$ cat config.mk
export PLATFORM = sky130hd
export DESIGN_NAME = cla_pipe
export DESIGN_NICKNAME = d
export VERILOG_FILES = /design/src/rtl/cla_pipe.sv
export SDC_FILE = /design/constraint.sdc
export NUM_CORES = 1
export LEC_CHECK = 0
export CAP_MARGIN = 20
export CORE_MARGIN = 2
export CORE_UTILIZATION = 35
export CTS_BUF_LIST = sky130_fd_sc_hd__clkbuf_4
export DETAILED_ROUTE_END_ITERATION = 7
export PLACE_DENSITY = 0.56
export SYNTH_ARGS = -nofsm -noshare
export SYNTH_HDL_FRONTEND = slang
export SYNTH_SLANG_ARGS = --single-unit
$ cat constraint.sdc
create_clock -name clk -period 6.65 [get_ports clk]
set_input_delay 0.665 -clock clk [delete_from_list [all_inputs] [get_ports clk]]
set_output_delay 0.665 -clock clk [all_outputs]
set_load 0.05 [all_outputs]
$ cat src/rtl/cla_pipe.sv
`default_nettype none
// ============================================================================
// Module      : cla_pipe
// Description : Pipelined carry-lookahead adder/subtractor. The WIDTH-bit word
//               is cut into STAGES equal slices of SW = WIDTH/STAGES bits.
//               Stage k adds slice k with a two-level lookahead (4-bit groups,
//               then a group lookahead) and registers the slice carry for
//               stage k+1. Operands that are still waiting to be added travel
//               down the pipe with the beat. Finished low sum slices are carried
//               forward so that the whole of s appears in one beat.
//               Flow control is valid/ready on both sides. There is one global
//               advance enable, so bubbles are kept rather than collapsed.
// Ports       : clk, rst (async, active-high)
//               in_valid/in_ready, a, b, ci, sub    - operand beat
//               out_valid/out_ready, s, co, ovf,
//               pg, gg                              - result beat
// Revision    : 1.0 - initial release
// ============================================================================
module cla_pipe #(
    parameter int WIDTH  = 32,   // operand width, a multiple of 4*STAGES
    parameter int STAGES = 4     // pipeline depth (= latency in cycles)
) (
    input  logic             clk,
    input  logic             rst,
    input  logic             in_valid,
    output logic             in_ready,
    input  logic [WIDTH-1:0] a,
    input  logic [WIDTH-1:0] b,
    input  logic             ci,
    input  logic             sub,
    output logic             out_valid,
    input  logic             out_ready,
    output logic [WIDTH-1:0] s,
    output logic             co,
    output logic             ovf,
    output logic             pg,
    output logic             gg
);

    localparam int SW = WIDTH / STAGES;  // slice width
    localparam int NG = SW / 4;          // 4-bit groups per slice

    // ------------------------------------------------------------------
    // Lookahead helpers
    // ------------------------------------------------------------------

    // Carries into bits 0..3 of a 4-bit group, given the group carry-in.
    // Bit 3's p/g only matter for the group generate, so they are not inputs.
    function automatic logic [3:0] bit_carries(input logic [2:0] p,
                                               input logic [2:0] g,
                                               input logic       c);
        logic [3:0] r;
        r[0] = c;
        r[1] = g[0] | (p[0] & c);
        r[2] = g[1] | (p[1] & g[0]) | (p[1] & p[0] & c);
        r[3] = g[2] | (p[2] & g[1]) | (p[2] & p[1] & g[0])
             | (p[2] & p[1] & p[0] & c);
        return r;
    endfunction

    // Group generate of a 4-bit group.
    function automatic logic grp_gen(input logic [3:0] p, input logic [3:0] g);
        return g[3] | (p[3] & g[2]) | (p[3] & p[2] & g[1])
             | (p[3] & p[2] & p[1] & g[0]);
    endfunction

    // Carries into each group (index 0..NG-1) plus the slice carry-out
    // (index NG). Each carry is a flat sum of products of group p/g and the
    // slice carry-in, so nothing ripples from one group to the next.
    function automatic logic [NG:0] grp_carries(input logic [NG-1:0] gp,
                                                input logic [NG-1:0] gg_in,
                                                input logic          c);
        logic [NG:0] r;
        logic        term;
        logic        acc;
        for (int j = 0; j <= NG; j++) begin
            term = c;
            for (int i = 0; i < j; i++) begin
                term = term & gp[i];
            end
            acc = term;
            for (int i = 0; i < j; i++) begin
                term = gg_in[i];
                for (int m = i + 1; m < j; m++) begin
                    term = term & gp[m];
                end
                acc = acc | term;
            end
            r[j] = acc;
        end
        return r;
    endfunction

    // Slice generate: the slice carry-out with a zero carry-in.
    function automatic logic slice_gen(input logic [NG-1:0] gp,
                                       input logic [NG-1:0] gg_in);
        logic term;
        logic acc;
        acc = 1'b0;
        for (int i = 0; i < NG; i++) begin
            term = gg_in[i];
            for (int m = i + 1; m < NG; m++) begin
                term = term & gp[m];
            end
            acc = acc | term;
        end
        return acc;
    endfunction

    // ------------------------------------------------------------------
    // Stage registers (index k = output of stage k)
    // ------------------------------------------------------------------
    logic             r_vld [STAGES];
    logic [WIDTH-1:0] r_a   [STAGES];   // operand A, travelling with the beat
    logic [WIDTH-1:0] r_b   [STAGES];   // operand B (raw, inverted per slice)
    logic             r_sub [STAGES];
    logic             r_c   [STAGES];   // slice carry-out
    logic             r_pg  [STAGES];   // running word propagate
    logic             r_gg  [STAGES];   // running word generate
    logic [WIDTH-1:0] r_s   [STAGES];   // sum bits finished so far
    logic             r_ovf;

    // Stage inputs and combinational slice results
    logic             w_vin   [STAGES];
    logic [WIDTH-1:0] w_ain   [STAGES];
    logic [WIDTH-1:0] w_bin   [STAGES];
    logic             w_subin [STAGES];
    logic             w_cin   [STAGES];
    logic             w_pgin  [STAGES];
    logic             w_ggin  [STAGES];
    logic [WIDTH-1:0] w_snew  [STAGES];
    logic             w_cout  [STAGES];
    logic             w_spg   [STAGES];
    logic             w_sgg   [STAGES];
    logic             w_cmsb  [STAGES];  // carry into the slice MSB

    logic w_en;

    // A stalled, occupied output slot freezes the whole pipe.
    assign w_en     = !r_vld[STAGES-1] | out_ready;
    assign in_ready = w_en;

    // ------------------------------------------------------------------
    // Per-stage slice adder
    // ------------------------------------------------------------------
    for (genvar k = 0; k < STAGES; k++) begin : g_stage
        logic [SW-1:0]    w_as;
        logic [SW-1:0]    w_bs;
        logic [SW-1:0]    w_be;
        logic [SW-1:0]    w_p;
        logic [SW-1:0]    w_g;
        logic [SW-1:0]    w_c;
        logic [SW-1:0]    w_sum;
        logic [NG-1:0]    w_gp;
        logic [NG-1:0]    w_gg;
        logic [NG:0]      w_gc;
        logic [WIDTH-1:0] w_sprev;
        logic [WIDTH-1:0] w_sn;

        if (k == 0) begin : g_head
            assign w_vin[k]   = in_valid;
            assign w_ain[k]   = a;
            assign w_bin[k]   = b;
            assign w_subin[k] = sub;
            // For subtraction the borrow-in becomes an inverted carry-in.
            assign w_cin[k]   = ci ^ sub;
            assign w_pgin[k]  = 1'b1;
            assign w_ggin[k]  = 1'b0;
            assign w_sprev    = '0;
        end else begin : g_body
            assign w_vin[k]   = r_vld[k-1];
            assign w_ain[k]   = r_a[k-1];
            assign w_bin[k]   = r_b[k-1];
            assign w_subin[k] = r_sub[k-1];
            assign w_cin[k]   = r_c[k-1];
            assign w_pgin[k]  = r_pg[k-1];
            assign w_ggin[k]  = r_gg[k-1];
            assign w_sprev    = r_s[k-1];
        end

        assign w_as = w_ain[k][k*SW +: SW];
        assign w_bs = w_bin[k][k*SW +: SW];
        assign w_be = w_subin[k] ? ~w_bs : w_bs;
        assign w_p  = w_as ^ w_be;
        assign w_g  = w_as & w_be;

        for (genvar j = 0; j < NG; j++) begin : g_grp
            assign w_gp[j]        = &w_p[4*j +: 4];
            assign w_gg[j]        = grp_gen(w_p[4*j +: 4], w_g[4*j +: 4]);
            assign w_c[4*j +: 4]  = bit_carries(w_p[4*j +: 3], w_g[4*j +: 3],
                                                w_gc[j]);
        end

        assign w_gc      = grp_carries(w_gp, w_gg, w_cin[k]);
        assign w_sum     = w_p ^ w_c;
        assign w_spg[k]  = &w_gp;
        assign w_sgg[k]  = slice_gen(w_gp, w_gg);
        assign w_cout[k] = w_gc[NG];
        assign w_cmsb[k] = w_c[SW-1];

        // Lower slices come from the previous stage; this slice is new.
        always_comb begin
            w_sn              = w_sprev;
            w_sn[k*SW +: SW]  = w_sum;
        end
        assign w_snew[k] = w_sn;
    end

    // ------------------------------------------------------------------
    // Pipeline registers. Data only loads behind a valid beat so the
    // outputs keep their last value across bubbles.
    // ------------------------------------------------------------------
    always_ff @(posedge clk or posedge rst) begin
        if (rst) begin
            for (int k = 0; k < STAGES; k++) begin
                r_vld[k] <= 1'b0;
                r_a[k]   <= '0;
                r_b[k]   <= '0;
                r_sub[k] <= 1'b0;
                r_c[k]   <= 1'b0;
                r_pg[k]  <= 1'b0;
                r_gg[k]  <= 1'b0;
                r_s[k]   <= '0;
            end
            r_ovf <= 1'b0;
        end else if (w_en) begin
            for (int k = 0; k < STAGES; k++) begin
                r_vld[k] <= w_vin[k];
                if (w_vin[k]) begin
                    r_a[k]   <= w_ain[k];
                    r_b[k]   <= w_bin[k];
                    r_sub[k] <= w_subin[k];
                    r_c[k]   <= w_cout[k];
                    r_pg[k]  <= w_pgin[k] & w_spg[k];
                    r_gg[k]  <= w_sgg[k] | (w_spg[k] & w_ggin[k]);
                    r_s[k]   <= w_snew[k];
                end
            end
            if (w_vin[STAGES-1]) begin
                r_ovf <= w_cmsb[STAGES-1] ^ w_cout[STAGES-1];
            end
        end
    end

    // Operand copies in the last stage and the lower operand bits of later
    // stages are never consumed; fold them here so the intent is explicit.
    logic w_unused;
    always_comb begin
        w_unused = 1'b0;
        for (int k = 0; k < STAGES; k++) begin
            w_unused = w_unused ^ (^r_a[k]) ^ (^r_b[k]) ^ r_sub[k] ^ w_cmsb[k];
        end
    end

    assign out_valid = r_vld[STAGES-1];
    assign s         = r_s[STAGES-1];
    assign co        = r_c[STAGES-1];
    assign pg        = r_pg[STAGES-1];
    assign gg        = r_gg[STAGES-1];
    assign ovf       = r_ovf;

endmodule
`default_nettype wire

**After elaboration in Yosys (flattened, before gate mapping)**

Index checks and enable logic that the tools add are counted.

- Register bits: 292
- Latch bits: 0
- Memory bits (writable): 0
- Memory bits (read-only): 0
- Input port bits: 70
- Output and inout port bits: 38
- Word-level logic and storage cells: 291
- Memories kept: 0

- Add/sub/neg operators: 0
- $mul: 0
- Divide/modulo/power cells: 0
- $lt $le $gt $ge: 0
- Equal/unequal tests: 0
- Shift operators: 0
- Muxes and demuxes: 4
- Bitwise operators: 240
- Reductions and logical operators: 17

Operators with widths:

| operator | count |
|---|---|
| bitwise AND 1 bit | 130 |
| bitwise OR 1 bit | 92 |
| bitwise XOR 8 bit | 8 |
| bitwise AND 8 bit | 4 |
| two-way mux 8 bit | 4 |
| inverter 8 bit | 4 |
| AND reduction 4 bit | 8 |
| AND reduction 8 bit | 4 |
| AND reduction 2 bit | 4 |
| bitwise XOR 1 bit | 2 |
| zero test 1 bit | 1 |

**Longest topological paths before layout**

- Word-level depth: 11
- Depth in mapped cells: 8
- Gate-level depth less buffers: 7

**Worst setup path after synthesis**

No wires, ideal clock.

- Path kind: input to register
- Start: in sub
- End: reg r_s, in the netlist g_stage[1].w_sprev[4]
- Setup time: 125 ps
- Data arrival time: 2,415 ps
- Data required time: 6,525 ps
- Slack: 4,110 ps
- Cell stages on the path: 7
- Cells stage by stage: buf_6 -> xor2_1 -> ha_1 -> nand4_1 -> o221ai_2 -> fa_1 -> mux2_2

- Cells in the longest elaborated chain, start to end: 8
- Elaborated cells on any way between the ends: 16
- Classes of those cells: mux: 1; bitwise: 14; reduce/logical: 1

RTL lines:

| what | RTL line | source |
|---|---|---|
| start, declared | 30 | `input logic sub,` |
| two-way mux 8 bit | 183 | `assign w_be = w_subin[k] ? ~w_bs : w_bs;` |
| bitwise XOR 8 bit / bitwise AND 8 bit (equally long branches) | 184, 185 |  |
| bitwise AND 1 bit (on tied branches) | 63, 64 |  |
| bitwise OR 1 bit, or another cell as far along | 63 | `return g[3] \| (p[3] & g[2]) \| (p[3] & p[2] & g[1])` |
| bitwise OR 1 bit / bitwise AND 1 bit (equally long branches) | 63, 64 |  |
| bitwise OR 1 bit | 64 | `\| (p[3] & p[2] & p[1] & g[0]);` |
| bitwise OR 1 bit | 87 | `acc = acc \| term;` |
| bitwise XOR 8 bit * | 195 | `assign w_sum = w_p ^ w_c;` |
| via g_stage[0].w_sum[4] | 153 | `logic [SW-1:0] w_sum;` |
| end signal, assigned by index | 236 | `r_s[k] <= w_snew[k];` |
| end, declared | 120 | `logic [WIDTH-1:0] r_s [STAGES];` |

The timed path passes the listed nets; every way through them passes the cells marked *.
A chain may end at the register's enable or synchronous reset.

**Final worst setup path**

- Start: in out_ready
- End: out in_ready

- Cells in the longest elaborated chain, start to end: 1

RTL lines:

| what | RTL line | source |
|---|---|---|
| start, declared | 32 | `input logic out_ready,` |
| bitwise OR 1 bit | 140 | `assign w_en = !r_vld[STAGES-1] \| out_ready;` |
| end, declared | 26 | `output logic in_ready,` |

No other way between the ends.

==> impl_metrics.csv <==
group,metric,value,unit
synth,ys.flop_type,"dfrtp_1",
drt,routedWlPerCell,15.6,um
final_layout,drive_gt1_share,26.9,%
clock_network,cts-resized-gates,0,
synth,synth-edff-count,0,
die,die-area,26500,um2
die,initial_core_util,35.4,%
power_and_ir_drop,finalPower,5.74,mW
synth,synth_cell_types,41,
setup_path,crit_type,"input port to output pin",
power_and_ir_drop,leakage,4.56,nW
placement,io_buffers,107,
drt,wirelength,17.2,mm
grt,grt_pass1_wl,28.6,mm
die,coreArea,25000,um2
clock_network,cts_setup_buffers,0,
sta,maxSlewViolCount,0,
sta,fin_crit,3.06,ns
final_layout,fin_nets,864,
drt,drc_errors,0,
placement,place_ws,3.16,ns
synth,avgSynthCellArea,13.6,um2
sta,fin_tns_setup,0,ns
setup_path,slowest_delay,0.78,ns
setup_path,crit_chain,"clkdlybuf4s50_1 > nor2b_1 > inv_2 > clkdlybuf4s50_1",
power_and_ir_drop,p_seq_share,36.0,%
sta,fin_crit_sh,46.1,%
die,dieWidth,163,um
synth,syn_area,8830,um2
grt,grt_pass1_vias,5344,
clock_network,h-tree-depth,4,
setup_path,worst_setup_path_end_kind,"output pin",
setup_path,critPathMaxFanout,8,
sta,tightestPinTransition,0.920,ns
setup_path,cpMostUsedCell,"clkdlybuf4s50_1",
clock_network,postCtsHoldBufs,0,
sta,hold_viol_final,0,
sta,setup_viol_count_final,0,
die,rows,58,
grt,grtUsageTotal,13.8,%
drt,drt_iter0_drc,204,
hold_path,min_path_type,"flop to flop",
die,fp.dieH,163,um
grt,grt_overflow,0,
sta,rsz0062_at_grt,"false",
clock_network,cts_tree,"yes",
grt,grt_max_degree,131,
clock_network,clockBufferDepth,2,
power_and_ir_drop,switchingPower,2.41,mW
synth,synthArstFlopShare,100,%
final_layout,fin_util,42.3,%
power_and_ir_drop,ir_worst_vdd,185,uV
synth,syn_nets,760,
clock_network,worstSkewPairLatency,0.58,ns
synth,synthCells,650,
synth,yosysSeqAreaShare,55.5,%
setup_path,crit_family,"buffers and inverters",
power_and_ir_drop,comb_power_share,52.0,%
status,status,"finished clean",
drt,viasPerCell,4.73,
setup_path,crit_arrival,2.40,ns
flow_run,max_cap_violations,0,
synth,synth_seq_cells,196,
placement,dp_hpwl,12.7,mm
synth,ys_warn_count,0,
setup_path,start_kind,"input port",
sta,slew_headroom,38.5,%
clock_network,cts_sinks,196,
drt,vias,5199,
placement,gp_congestion,0.829,
power_and_ir_drop,internal_power,3.33,mW
grt,antenna_found_initial,1,
drt,drtAntennaViolNets,0,
clock_network,cts.clk_slew.worst_paths,0.17,ns
sta,clock-skew-final,0.0148,ns
sta,max_freq,327,MHz
setup_path,crit_buf_inv,3,
clock_network,cts_made_buffers,17,
clock_network,root_buffer,"clkbuf_4",
sta,finalWorstSetupSlack,3.59,ns
power_and_ir_drop,p_clk_share,12.0,%
power_and_ir_drop,p_sw_share,42.0,%
setup_path,crit_slowest_cell,"clkdlybuf4s50_1",
setup_path,required,5.98,ns
power_and_ir_drop,power.density,544,nW/um2
drt,firstDrtPassIters,4,
die,ios,108,
final_layout,syn2layout_area_growth,19.4,%
## worst reg2reg max path, delay by kind of cell (launching register included)
| kind | cells | cell delay (ns) |
|---|---|---|
| flops | 1 | 0.56 |
| mux | 1 | 0.28 |
| xor+xnor | 1 | 0.23 |
| fa+ha+maj | 2 | 0.92 |
| simple gates | 1 | 0.18 |
| compound gates | 1 | 0.42 |
## layer usage
| metal | vias up | track usage, % | wire length [um] |
|---|---|---|---|
| met3 | 14 | 3.11 | 553 |
| li1 | 2511 | - | - |
| met2 | 84 | 20.2 | 7550 |
| met5 | - | 0 | 0 |
| met4 | 0 | 4.18 | 231 |
| met1 | 2590 | 20.3 | 8840 |
## cells in the final DEF, fill, tap and decap left out, types with 2 or more instances in the layout
cell	n
nand2_1	47
xor2_1	42
inv_6	4
o21bai_1	3
inv_8	3
and3_1	3
clkinv_4	2
a21o_1	14
o221ai_2	2
inv_1	7
buf_4	4
o21ai_1	2
nand4_1	5
nand3_1	3
nand2b_1	2
o21ai_0	30
dfrtp_1	196
clkbuf_4	17
o211ai_1	2
clkinv_8	3
clkdlybuf4s50_1	107
bufinv_16	2
and4_1	2
nand2_2	4
xnor2_1	15
a21oi_1	25
a41oi_1	2
fa_1	8
inv_2	2
o221ai_1	2
ha_1	32
a31oi_1	4
mux2_2	157
## logic make-up after synthesis
family	Yosys count	synth area share (%)
simple gates	71	3.63
xor+xnor	58	5.96
mux	157	20.0
fa+ha+maj	40	6.35
compound gates	92	6.54
flops	196	55.5
buf+inv	36	1.97
## sequential cells by signal, summed over array words and instances, names as in the netlist
signal,cells
r_b,24
gg,1
g_stage.w_as,24
s,32
ovf,1
pg,1
r_sub,3
g_stage.w_c,3
r_pg,3
g_stage.w_bs,24
g_stage.w_sprev,48
co,1
out_valid,1
r_a,24
r_vld,3
r_gg,3
## synthesized netlist by cell type, types with 2 or more instances
cell type	instances	area share (%)
nand2_2	2	0.14
and3_1	3	0.21
mux2_2	157	20
a31oi_1	4	0.28
nand4_1	5	0.35
xor2_1	42	4.2
a21oi_1	25	1.4
clkbuf_1	6	0.25
and4_1	2	0.20
buf_2	16	0.91
dfrtp_1	196	56
a41oi_1	2	0.20
buf_4	3	0.25
o221ai_2	2	0.34
xnor2_1	15	1.5
o21ai_0	30	1.7
o21bai_1	3	0.25
o221ai_1	2	0.20
nand3_1	3	0.17
o211ai_1	2	0.17
nand2_1	49	2.1
inv_2	2	0.085
a21o_1	14	1.2
inv_1	8	0.34
ha_1	32	4.5
fa_1	8	1.8
o21ai_1	2	0.11
nand2b_1	2	0.14
## stage by stage
stage	instances	hold slack, ns	cell area (um2)
6_report	1098	0.500	10500
2_1_floorplan	650	0.446	8830
5_1_grt	1098	0.517	10500
3_5_place_dp	1065	0.469	10200
4_1_cts	1097	0.505	10500
3_3_place_gp	1065	0.465	10200
## power by group through the flow
stage / logic [mW] / clock network (mW) / registers [mW]
5_1_grt: 3.29 / 0.769 / 2.14
3_5_place_dp: 3.00 / 0 / 2.11
3_3_place_gp: 2.91 / 0 / 2.08
6_report: 2.99 / 0.689 / 2.06
2_1_floorplan: 1.92 / 0 / 2.32
4_1_cts: 3.01 / 0.721 / 2.07
## area by class of cell
type / count / area (um2)
antenna: 1 / 2.50
sequential: 196 / 4900
fill: 2386 / 14400
clock inverter: 15 / 196
timing repair buffer: 111 / 1100
tap: 330 / 413
inverter: 10 / 45.0
clock buffer: 17 / 128
multi-input combinational: 418 / 3760
## worst paths after layout
check                                             from                     end  slack (ns)  cells after the start
worst max-delay path                         out_ready                in_ready        3.59                      4
worst min-delay path            g_stage[3].w_sprev[21]  g_stage[3].w_sprev[21]        0.50                      2
worst max register to register                r_sub[2]  g_stage[3].w_sprev[20]        3.97                      6
worst min register to register  g_stage[3].w_sprev[21]  g_stage[3].w_sprev[21]        0.50                      2
max in group asynchronous                          rst  g_stage[3].w_sprev[20]        4.57                      3
min in group asynchronous                          rst                    s[3]        0.63                      2
Note: power is estimated with default switching activity, not from simulation.
